`config.mk`:
```
export PLATFORM = sky130hd
export DESIGN_NAME = vga_fb_arbiter
export DESIGN_NICKNAME = d
export VERILOG_FILES = /design/src/rtl/vga_fb_arbiter.sv
export SDC_FILE = /design/constraint.sdc
export NUM_CORES = 1
export LEC_CHECK = 0
export ABC_AREA = 0
export CAP_MARGIN = 20
export CORE_ASPECT_RATIO = 0.7
export CORE_MARGIN = 2
export CORE_UTILIZATION = 33
export CTS_CLUSTER_DIAMETER = 100
export DETAILED_ROUTE_END_ITERATION = 12
export PLACE_DENSITY = 0.88
export REMOVE_ABC_BUFFERS = 1
export SLEW_MARGIN = 25
export SYNTH_ARGS = -nofsm -noshare
export SYNTH_HDL_FRONTEND = slang
export SYNTH_SLANG_ARGS = --single-unit
```
`constraint.sdc`:
```
create_clock -name clk -period 4.09 [get_ports clk]
set_input_delay 1.227 -clock clk [delete_from_list [all_inputs] [get_ports clk]]
set_output_delay 1.227 -clock clk [all_outputs]
set_load 0.005 [all_outputs]
```
`src/rtl/vga_fb_arbiter.sv`:
```
// Framebuffer port arbiter: shares one single-port RAM between the display fetch
// (one read slot per pixel tick) and a writer, with the display slot always winning.
module vga_fb_arbiter #(
  parameter int DW    = 8,
  parameter int FB_W  = 160,
  parameter int FB_H  = 120,
  parameter int SHIFT = 2,
  parameter int AW    = 15
) (
  input  logic          clk,
  input  logic          reset,
  input  logic          p_tick,
  input  logic          video_on,
  input  logic [9:0]    x,
  input  logic [9:0]    y,
  input  logic          wr_req,
  input  logic [AW-1:0] wr_addr,
  input  logic [DW-1:0] wr_data,
  output logic          wr_ack,
  output logic          wr_oob,
  output logic          mem_en,
  output logic          mem_we,
  output logic [AW-1:0] mem_addr,
  output logic [DW-1:0] mem_wdata,
  input  logic [DW-1:0] mem_rdata,
  output logic [DW-1:0] pix_data,
  output logic          pix_valid
);

  typedef enum logic [1:0] {
    S_IDLE,
    S_RD,
    S_WR
  } state_t;

  // One extra bit so a framebuffer that exactly fills the address space still compares correctly.
  localparam logic [AW:0] FB_SIZE = (AW+1)'(FB_W * FB_H);

  state_t        state;
  state_t        state_nxt;
  logic [AW-1:0] disp_addr;
  logic          wr_in_range;
  logic          rd_pend;
  logic          vis_q;

  assign disp_addr   = AW'((32'(y) >> SHIFT) * 32'(FB_W) + (32'(x) >> SHIFT));
  assign wr_in_range = ({1'b0, wr_addr} < FB_SIZE);

  // NOTE: sequential state uses non-blocking assignments so every register samples
  // pre-edge values regardless of the order in which processes are evaluated.
  always_ff @(posedge clk or posedge reset) begin
    if (reset) begin
      state <= S_IDLE;
    end else begin
      state <= state_nxt;
    end
  end

  // Display tick always wins; a write is never granted two cycles running.
  always_comb begin
    // NOTE: every output is given a default first so no path through the case
    // leaves a variable unassigned, which would otherwise infer a latch.
    state_nxt = S_IDLE;
    mem_en    = 1'b0;
    mem_we    = 1'b0;
    mem_addr  = '0;
    mem_wdata = '0;
    wr_ack    = 1'b0;
    wr_oob    = 1'b0;

    if (p_tick) begin
      state_nxt = S_RD;
    end else if (wr_req && (state != S_WR)) begin
      state_nxt = S_WR;
    end

    case (state)
      S_RD: begin
        if (video_on) begin
          mem_en   = 1'b1;
          mem_addr = disp_addr;
        end
      end
      S_WR: begin
        wr_ack = 1'b1;
        if (wr_in_range) begin
          mem_en    = 1'b1;
          mem_we    = 1'b1;
          mem_addr  = wr_addr;
          mem_wdata = wr_data;
        end else begin
          wr_oob = 1'b1;
        end
      end
      default: begin
      end
    endcase
  end

  // Read data arrives one clk after the RD slot; a blank fetch yields zero.
  always_ff @(posedge clk or posedge reset) begin
    if (reset) begin
      rd_pend   <= 1'b0;
      vis_q     <= 1'b0;
      pix_data  <= '0;
      pix_valid <= 1'b0;
    end else begin
      rd_pend   <= (state == S_RD);
      pix_valid <= rd_pend;
      if (state == S_RD) begin
        vis_q <= video_on;
      end
      if (rd_pend) begin
        pix_data <= vis_q ? mem_rdata : '0;
      end
    end
  end

endmodule

```
=== Word level (Yosys, flattened, before mapping) ===
Index checks and enable logic that the tools add are counted.

* Input port bits: 56
* Output and inout bits: 36
* Flip-flop bits (word level): 13
* Logic and storage cells: 27

* $add $sub $neg: 1
* Magnitude comparators: 1
* Mux-type cells: 15
* Eq/ne operators: 3
* Reductions and logical operators: 1
* Multipliers: 1

{| class="wikitable"
|+ Operator list
! cell !! number
|-
| $mux 15 || 2
|-
| $pmux 15 s2 || 1
|-
| $mux 8 || 3
|-
| $add 15x8->15 || 1
|-
| $lt 15x15->1 const B || 1
|-
| $mul 8x3->10 const B || 1
|-
| $mux 1 || 6
|-
| $mux 2 || 2
|-
| $eq 2x1->1 const B || 1
|-
| $eq 2x2->1 const B || 1
|-
| $ne 2x2->1 const B || 1
|-
| $pmux 1 s2 || 1
|-
| $logic_and 1x1->1 || 1
|}

=== Logic depth before layout (Yosys ltp) ===
Gate-level depths: netlist of the first run.

* Word-level depth: 4
* Mapped depth: 10
* Gate-level depth less buffers: 10

=== Worst setup path before layout of the first run ===
OpenSTA, ideal clock, no wires.

* Path kind: in2out
* From: input y[3]
* To: output mem_addr[13]
* Path slack: -191 ps
* Data required time: 2,863 ps
* Stages on the path: 10
* Arrival: 3,054 ps
* Buffers on the path: 0
* Cell sequence: ha_1 > ha_1 > inv_1 > fa_1 > nor2b_1 > o31ai_1 > xnor2_1 > nand3_1 > xor2_1 > o21ai_0

* Longest elaborated chain between the ends: 4

{| class="wikitable"
|+ RTL lines
! item !! line !! source
|-
| from (decl) || 15 || <nowiki>input logic [9:0] y,</nowiki>
|-
| $mul 8x3->10 || 46 || <nowiki>assign disp_addr = AW'((32'(y) >> SHIFT) * 32'(FB_W) + (32'(x) >> SHIFT));</nowiki>
|-
| $add 15x8->15 || 46 ||
|-
| $mux 15 || 79 || <nowiki>if (video_on) begin</nowiki>
|-
| $pmux 15 s2 || 77 || <nowiki>case (state)</nowiki>
|-
| to (decl) || 23 || <nowiki>output logic [AW-1:0] mem_addr,</nowiki>
|}

No other way between the ends.

=== Final worst setup path of the first run ===
* From: input y[5]
* To: output mem_addr[14]

Same word-level chain as after synthesis.

==> metrics.txt, run 1 <==
Avg Inst Size Synth 8.36 um2; violated checks negative setup slack; number of ports placed on the die boundary 92; row count 19; cell with the most instances after synthesis sky130_fd_sc_hd__nor2_1; post-synthesis cell count 165; total CTS buffers 3; dominant cells by area after synthesis sky130_fd_sc_hd__dfrtp_1 24%, sky130_fd_sc_hd__ha_1 15%, sky130_fd_sc_hd__a22oi_1 6.0%; TritonCTS clock tree yes; depth of the CTS H-tree 1; global-route wire length before repair 7890 um; RD Place Congestion 0.805; length of the first detailed-routing pass in iterations 4; effective utilization at floorplan 34.7%; Adder-Cell Fraction of Synth Area 18.3%; pin count of the biggest net entering global routing 18; Slew Limit Fails 0; Post-layout nets 359; number of hold-repair buffers added at the cts stage 0; critical path launch point type input port; via/cell ratio 5.09; HPWL after DPL 3600 um; Non-Filler Instances 335; worst-case hold slack 526 ps; GRT Util Overall 21.7%; routed wire length per instance 16.0 um; buffers added on ports 87; number of antenna diodes 0; post-synth top area share 23.6%; startpoint of the tightest hold check path vis_q; DIE AREA 4720 um2; largest fanout of any net on the critical path 2; worst reg2reg path startpoint state[0]; number of cells on the worst reg-to-reg path 3; nature of the critical path endpoint output pin; Min-Delay Path Class reg2reg; post-synthesis instance area 1380 um2; Setup TNS Final -1810 ps; xor and xnor fraction of the mapped netlist area 6.35%; library cells used by synthesis 43; gr ovfl total 0; number of synthesized flops with an enable pin 0; placed cells 321; worst path arrival time 3280 ps; Period minus WS final 4510 ps; final clock skew 0.642 ps; data required time of the critical path 2860 ps; via count of the first global-routing pass 1,744; relative area change from synthesis to final layout 107%; critical path class in2out; sink count of the clock tree 13; final count of hold timing violations 0; DRC errors left 0; period utilisation layout 110%; combinational family with the most area after synthesis simple AND/OR/NAND/NOR gates; number of cells traversed by the worst hold path 1; PwrDens 230 nW/um2; CTS clk-pin slew, worst paths 60 ps; Seq cells post-synth 13; vertical extent of the die 58.1 um; multiplexer fraction of the synthesized cell area 0.817%; worst-margin pin slew 538 ps; IR Drop Worst-Case VDD 173 uV; maximum clock frequency 0.222 GHz; share of the synthesized area in compound gates (AO/OA/AOI/OAI) 20.1%; number of DRC markers in iteration 0 76; Setup WS pre-CTS -1290 ps; number of nets with antenna violations after routing 0; wire length reported by the detailed router 5370 um; part of the Yosys area used for sequential elements 23.6%; proportion of layout cells with a drive suffix above 1 37.5%; number of antenna violations at the first check in global routing 0; Vias 1,706; count of final setup violators 6; Hold EP vis_q; deepest clock path buffer count 2; Relative slew margins 64.1%; R2R Path End state[1]; Yosys top cell by area sky130_fd_sc_hd__dfrtp_1; unrepaired setup endpoints after global routing true; insertion delay of the later-clocked pin in the worst-skew pair 240 ps; main flop type after synthesis sky130_fd_sc_hd__dfrtp_1; final worst-path setup slack -417 ps; Die Wd 81.3 um; leakage power of the design 1.29 nW; setup slack on the worst flop-to-flop path 2980 ps; async set-or-reset flop fraction in the synthesized netlist 100%; count of warnings emitted by yosys 0; post-synthesis share of cell area spent on and, or, nand and nor gates 23.0%; Max-cap violations 0; top post-synthesis cells by count 21 x sky130_fd_sc_hd__nor2_1, 17 x sky130_fd_sc_hd__ha_1, 16 x sky130_fd_sc_hd__inv_1; Core Footprint 3970 um2; outcome complete, but fails checks; total power 0.657 mW; buffer cell driving the clock tree root sky130_fd_sc_hd__clkbuf_8
-- state kept, by name, summed over array words and instances (netlist names) --
register   count
vis_q          1
pix_data       8
pix_valid      1
state          2
rd_pend        1
-- critical path: stages --
cell	delay (ps)
sky130_fd_sc_hd__buf_8	110
sky130_fd_sc_hd__ha_4	260
sky130_fd_sc_hd__ha_4	130
sky130_fd_sc_hd__inv_2	40
sky130_fd_sc_hd__fa_2	390
sky130_fd_sc_hd__nor2b_4	170
sky130_fd_sc_hd__buf_4	120
sky130_fd_sc_hd__o311ai_2	90
sky130_fd_sc_hd__o311a_1	340
sky130_fd_sc_hd__xnor2_2	170
sky130_fd_sc_hd__o32ai_2	80
sky130_fd_sc_hd__buf_2	150
-- layout by cell type (no fill, tap or decap), drive strengths merged, types with 2 or more instances in the layout --
cell type,Yosys,layout
nand2,13,13
nor3,2,2
clkbuf,3,4
inv,16,16
a211oi,2,2
clkdlybuf4s15,0,2
a22oi,11,11
nor2b,3,3
xnor2,3,3
a21o,3,3
ha,17,17
fa,2,2
xor2,7,7
o21ai,11,11
buf,4,54
nand3,2,2
clkdlybuf4s50,0,49
and3,8,8
and2,4,4
a211o,2,2
dlygate4sd2,0,16
nor2,21,21
nor3b,2,2
dfrtp,13,13
a31oi,2,2
-- per-layer routing --
| layer | global-route usage (%) | vias up | part of all wire, % |
|---|---|---|---|
| li1 | - | 818 | - |
| met4 | 9.20 | 0 | 3.8 |
| met5 | 0 | - | 0 |
| met3 | 4.21 | 20 | 5.9 |
| met1 | 25.6 | 788 | 42 |
| met2 | 38.4 | 80 | 48 |
-- final cells by class --
| type | count | area (um2) |
|---|---|---|
| tap | 52 | 65.1 |
| fill | 275 | 1110 |
| timing repair buffer | 121 | 1080 |
| sequential | 13 | 325 |
| clock buffer | 4 | 45.0 |
| multi-input combinational | 129 | 1290 |
| inverter | 16 | 60.1 |
-- cell families after synthesis --
family,Yosys count
fa+ha+maj,19
mux,1
compound gates,38
buf+inv,23
flops,13
xor+xnor,10
simple gates,61
-- worst max-delay path by stage --
stage               startpoint            to  slack, ps
floorplan                 y[3]  mem_addr[13]       -190
global placement          y[3]  mem_addr[13]      -1190
detailed placement        y[3]  mem_addr[13]      -1290
CTS                       y[5]  mem_addr[12]       -370
global route              y[7]  mem_addr[14]       -490
finish                    y[5]  mem_addr[14]       -420
-- metrics by stage --
stage                     area, um2  utilization [%]
after floorplan                1330                -
after global placement         2460             61.9
after detailed placement       2460             61.9
after CTS                      2750             69.1
after global routing           2860             72.0
final                          2860             72.0
-- power by group --
group	total, mW	switching (mW)	internal, mW
logic	0.390	0.170	0.220
clock network	0.116	0.0472	0.0689
registers	0.152	0.00886	0.143
-- what timing repair did --
item	CTS	global route
gates resized for setup	148	26
endpoints found under the hold margin	0	0
gates cloned	0	0
endpoints found under the setup margin	26	8
buffers inserted	10	2
pin swaps	33	21
No activity file was read; power rests on OpenSTA's default activity.
==> run 2: changes to the inputs <==
RECOVER_POWER = 100   (was unset)
==> metrics.txt, run 2 (synthesis gave the netlist of run 1 again) <==
row count 19 (unchanged); effective utilization at floorplan 34.7% (unchanged); number of antenna violations at the first check in global routing 0 (unchanged); count of final setup violators 15 (+9); vertical extent of the die 58.1 um (unchanged); cell at the slowest stage of the critical path sky130_fd_sc_hd__fa_2; violated checks negative setup slack; critical path class in2out; wire length reported by the detailed router 5350 um (-0.28%); via count of the first global-routing pass 1,744 (unchanged); Setup TNS Final -2000 ps (-184 ps); cell-by-cell trace of the critical path buf_8 > ha_4 > ha_4 > inv_2 > fa_2 > nor2b_4 > buf_4 > o311ai_2 > o311a_1 > xnor2_2 > o32ai_2 > buf_2; final worst-path setup slack -420 ps (-2.52 ps); Most Frequent Cell on Critical Path sky130_fd_sc_hd__ha_4; Vias 1,709 (+0.18%); proportion of layout cells with a drive suffix above 1 36.4% (-1.1 points); RD Place Congestion 0.805 (unchanged); PwrDens 228 nW/um2 (-0.99%); DRC errors left 0 (unchanged); most flop-heavy register pix_data; fillers 279 (+1.5%); combined area of the multi-input logic cells 1280 um2 (-0.39%); number of nets with antenna violations after routing 0 (unchanged); max FFs per register 8 (unchanged); length of the first detailed-routing pass in iterations 4 (unchanged); insertion delay of the later-clocked pin in the worst-skew pair 240 ps (about the same); unrepaired setup endpoints after global routing true; largest registers pix_data (8), state (2); Core Footprint 3970 um2 (unchanged); leakage power of the design 1.31 nW (+1.5%); worst-margin pin slew 542 ps (+3.97 ps); number of ports placed on the die boundary 92 (unchanged); depth of the CTS H-tree 1 (unchanged); period utilisation layout 110% (about the same); total power 0.648 mW (-1.4%); HPWL after DPL 3600 um (unchanged); relative area change from synthesis to final layout 106%; count of buffer and inverter cells on the critical path 4 (unchanged); total CTS buffers 3 (unchanged); Post-layout nets 359 (unchanged); GRT Util Overall 21.7% (unchanged); number of hold-repair buffers added at the cts stage 0 (unchanged); via/cell ratio 5.10 (+0.18%); final clock skew 0.952 ps (+0.310 ps); routed wire length per instance 16.0 um (-0.28%); Die Wd 81.3 um (unchanged); deepest clock path buffer count 2 (unchanged); number of DRC markers in iteration 0 73 (-3.9%); buffer cell driving the clock tree root sky130_fd_sc_hd__clkbuf_8; Slew Limit Fails 0 (unchanged); Period minus WS final 4510 ps (+2.53 ps); maximum clock frequency 0.222 GHz (about the same); Max-cap violations 0 (unchanged); Relative slew margins 63.8% (-0.26 points); IR Drop Worst-Case VDD 168 uV (-3.2%); buffers added on ports 87 (unchanged); data required time of the critical path 2860 ps (about the same); critical path launch point type input port; global-route wire length before repair 7890 um (unchanged); DIE AREA 4720 um2 (unchanged); TritonCTS clock tree yes; CTS clk-pin slew, worst paths 60 ps (about the same); outcome complete, but fails checks; Non-Filler Instances 335 (unchanged); CP top delay family adder cells; worst path arrival time 3280 ps (about the same); placed cells 321 (unchanged); sink count of the clock tree 13 (unchanged); Min-Delay Path Class reg2reg; highest cell delay on the worst timing path 390 ps (about the same); number of antenna diodes 0 (unchanged); utilization after layout 71.7% (-0.32 points); sequential cell area 325 um2 (unchanged); nature of the critical path endpoint output pin; top library cells by usage in the layout, fill and taps aside 27 x sky130_fd_sc_hd__clkdlybuf4s50_1, 27 x sky130_fd_sc_hd__buf_4, 22 x sky130_fd_sc_hd__dlygate4sd3_1; largest fanout of any net on the critical path 2 (unchanged); final count of hold timing violations 0 (unchanged); pin count of the biggest net entering global routing 18 (unchanged); gr ovfl total 0 (unchanged)
-- run 2: changes by cell type in the layout (fill, tap and decap cells not counted) --
cell | before | now
sky130_fd_sc_hd__clkdlybuf4s50_1 | 49 | 27
sky130_fd_sc_hd__dlygate4sd3_1 | 0 | 22
sky130_fd_sc_hd__and2_0 | 1 | 2
sky130_fd_sc_hd__and2_4 | 1 | 0
sky130_fd_sc_hd__buf_6 | 8 | 7
sky130_fd_sc_hd__clkbuf_1 | 1 | 2
sky130_fd_sc_hd__nand2_1 | 10 | 11
sky130_fd_sc_hd__nand2_2 | 3 | 2
-- run 2: worst paths after layout --
check	slack, ps	to	depth (start not counted)	from
worst max-delay path	-420	mem_addr[14]	12	y[5]
min in group asynchronous	1470	pix_data[2]	2	reset
worst max register to register	2980	vis_q	3	state[1]
worst min-delay path	530	vis_q	1	vis_q
max in group asynchronous	2280	pix_data[5]	2	reset
worst min register to register	530	vis_q	1	vis_q
-- run 2: layer usage --
metal	GRT usage [%]	vias to the layer above	wire length [um]
li1	-	822	-
met1	25.6	790	2280
met2	38.4	77	2570
met3	4.21	20	292
met4	9.20	0	207
met5	0	-	0
-- run 2: timing repair --
item | CTS | global route
pin swaps | 33 | 21
gates resized for setup | 148 | 26
endpoints found under the setup margin | 26 | 8
setup buffers | 10 | 2
-- run 2: final cells by class --
type | instances | share of cell area (%)
clock buffer | 4 | 1.58
inverter | 16 | 2.11
timing repair buffer | 121 | 37.5
tap | 52 | 2.29
multi-input combinational | 129 | 45.1
sequential | 13 | 11.4
-- run 2: through the flow --
step           worst slack, ps  instance area, um2  hold WS, ps
3_5_place_dp             -1290                2460          497
3_3_place_gp             -1190                2460          484
4_1_cts                   -367                2750          509
2_1_floorplan             -191                1330          463
5_1_grt                   -491                2850          516
6_report                  -420                2850          526
-- run 2: worst reg2reg max path, delay by kind of cell, from the launching register on --
kind                     cells  cell delay (ps)
buffers and inverters        1               60
flip-flops                   1              390
adder cells (fa/ha/maj)      1              200
multiplexers                 1              350
-- run 2: power breakdown --
part	internal, mW	total, mW	leakage, nW	switching [mW]
combinational	0.212	0.382	1.12	0.170
clock	0.0688	0.115	0.0228	0.0466
sequential	0.143	0.151	0.165	0.00826
total	0.423	0.648	1.31	0.225
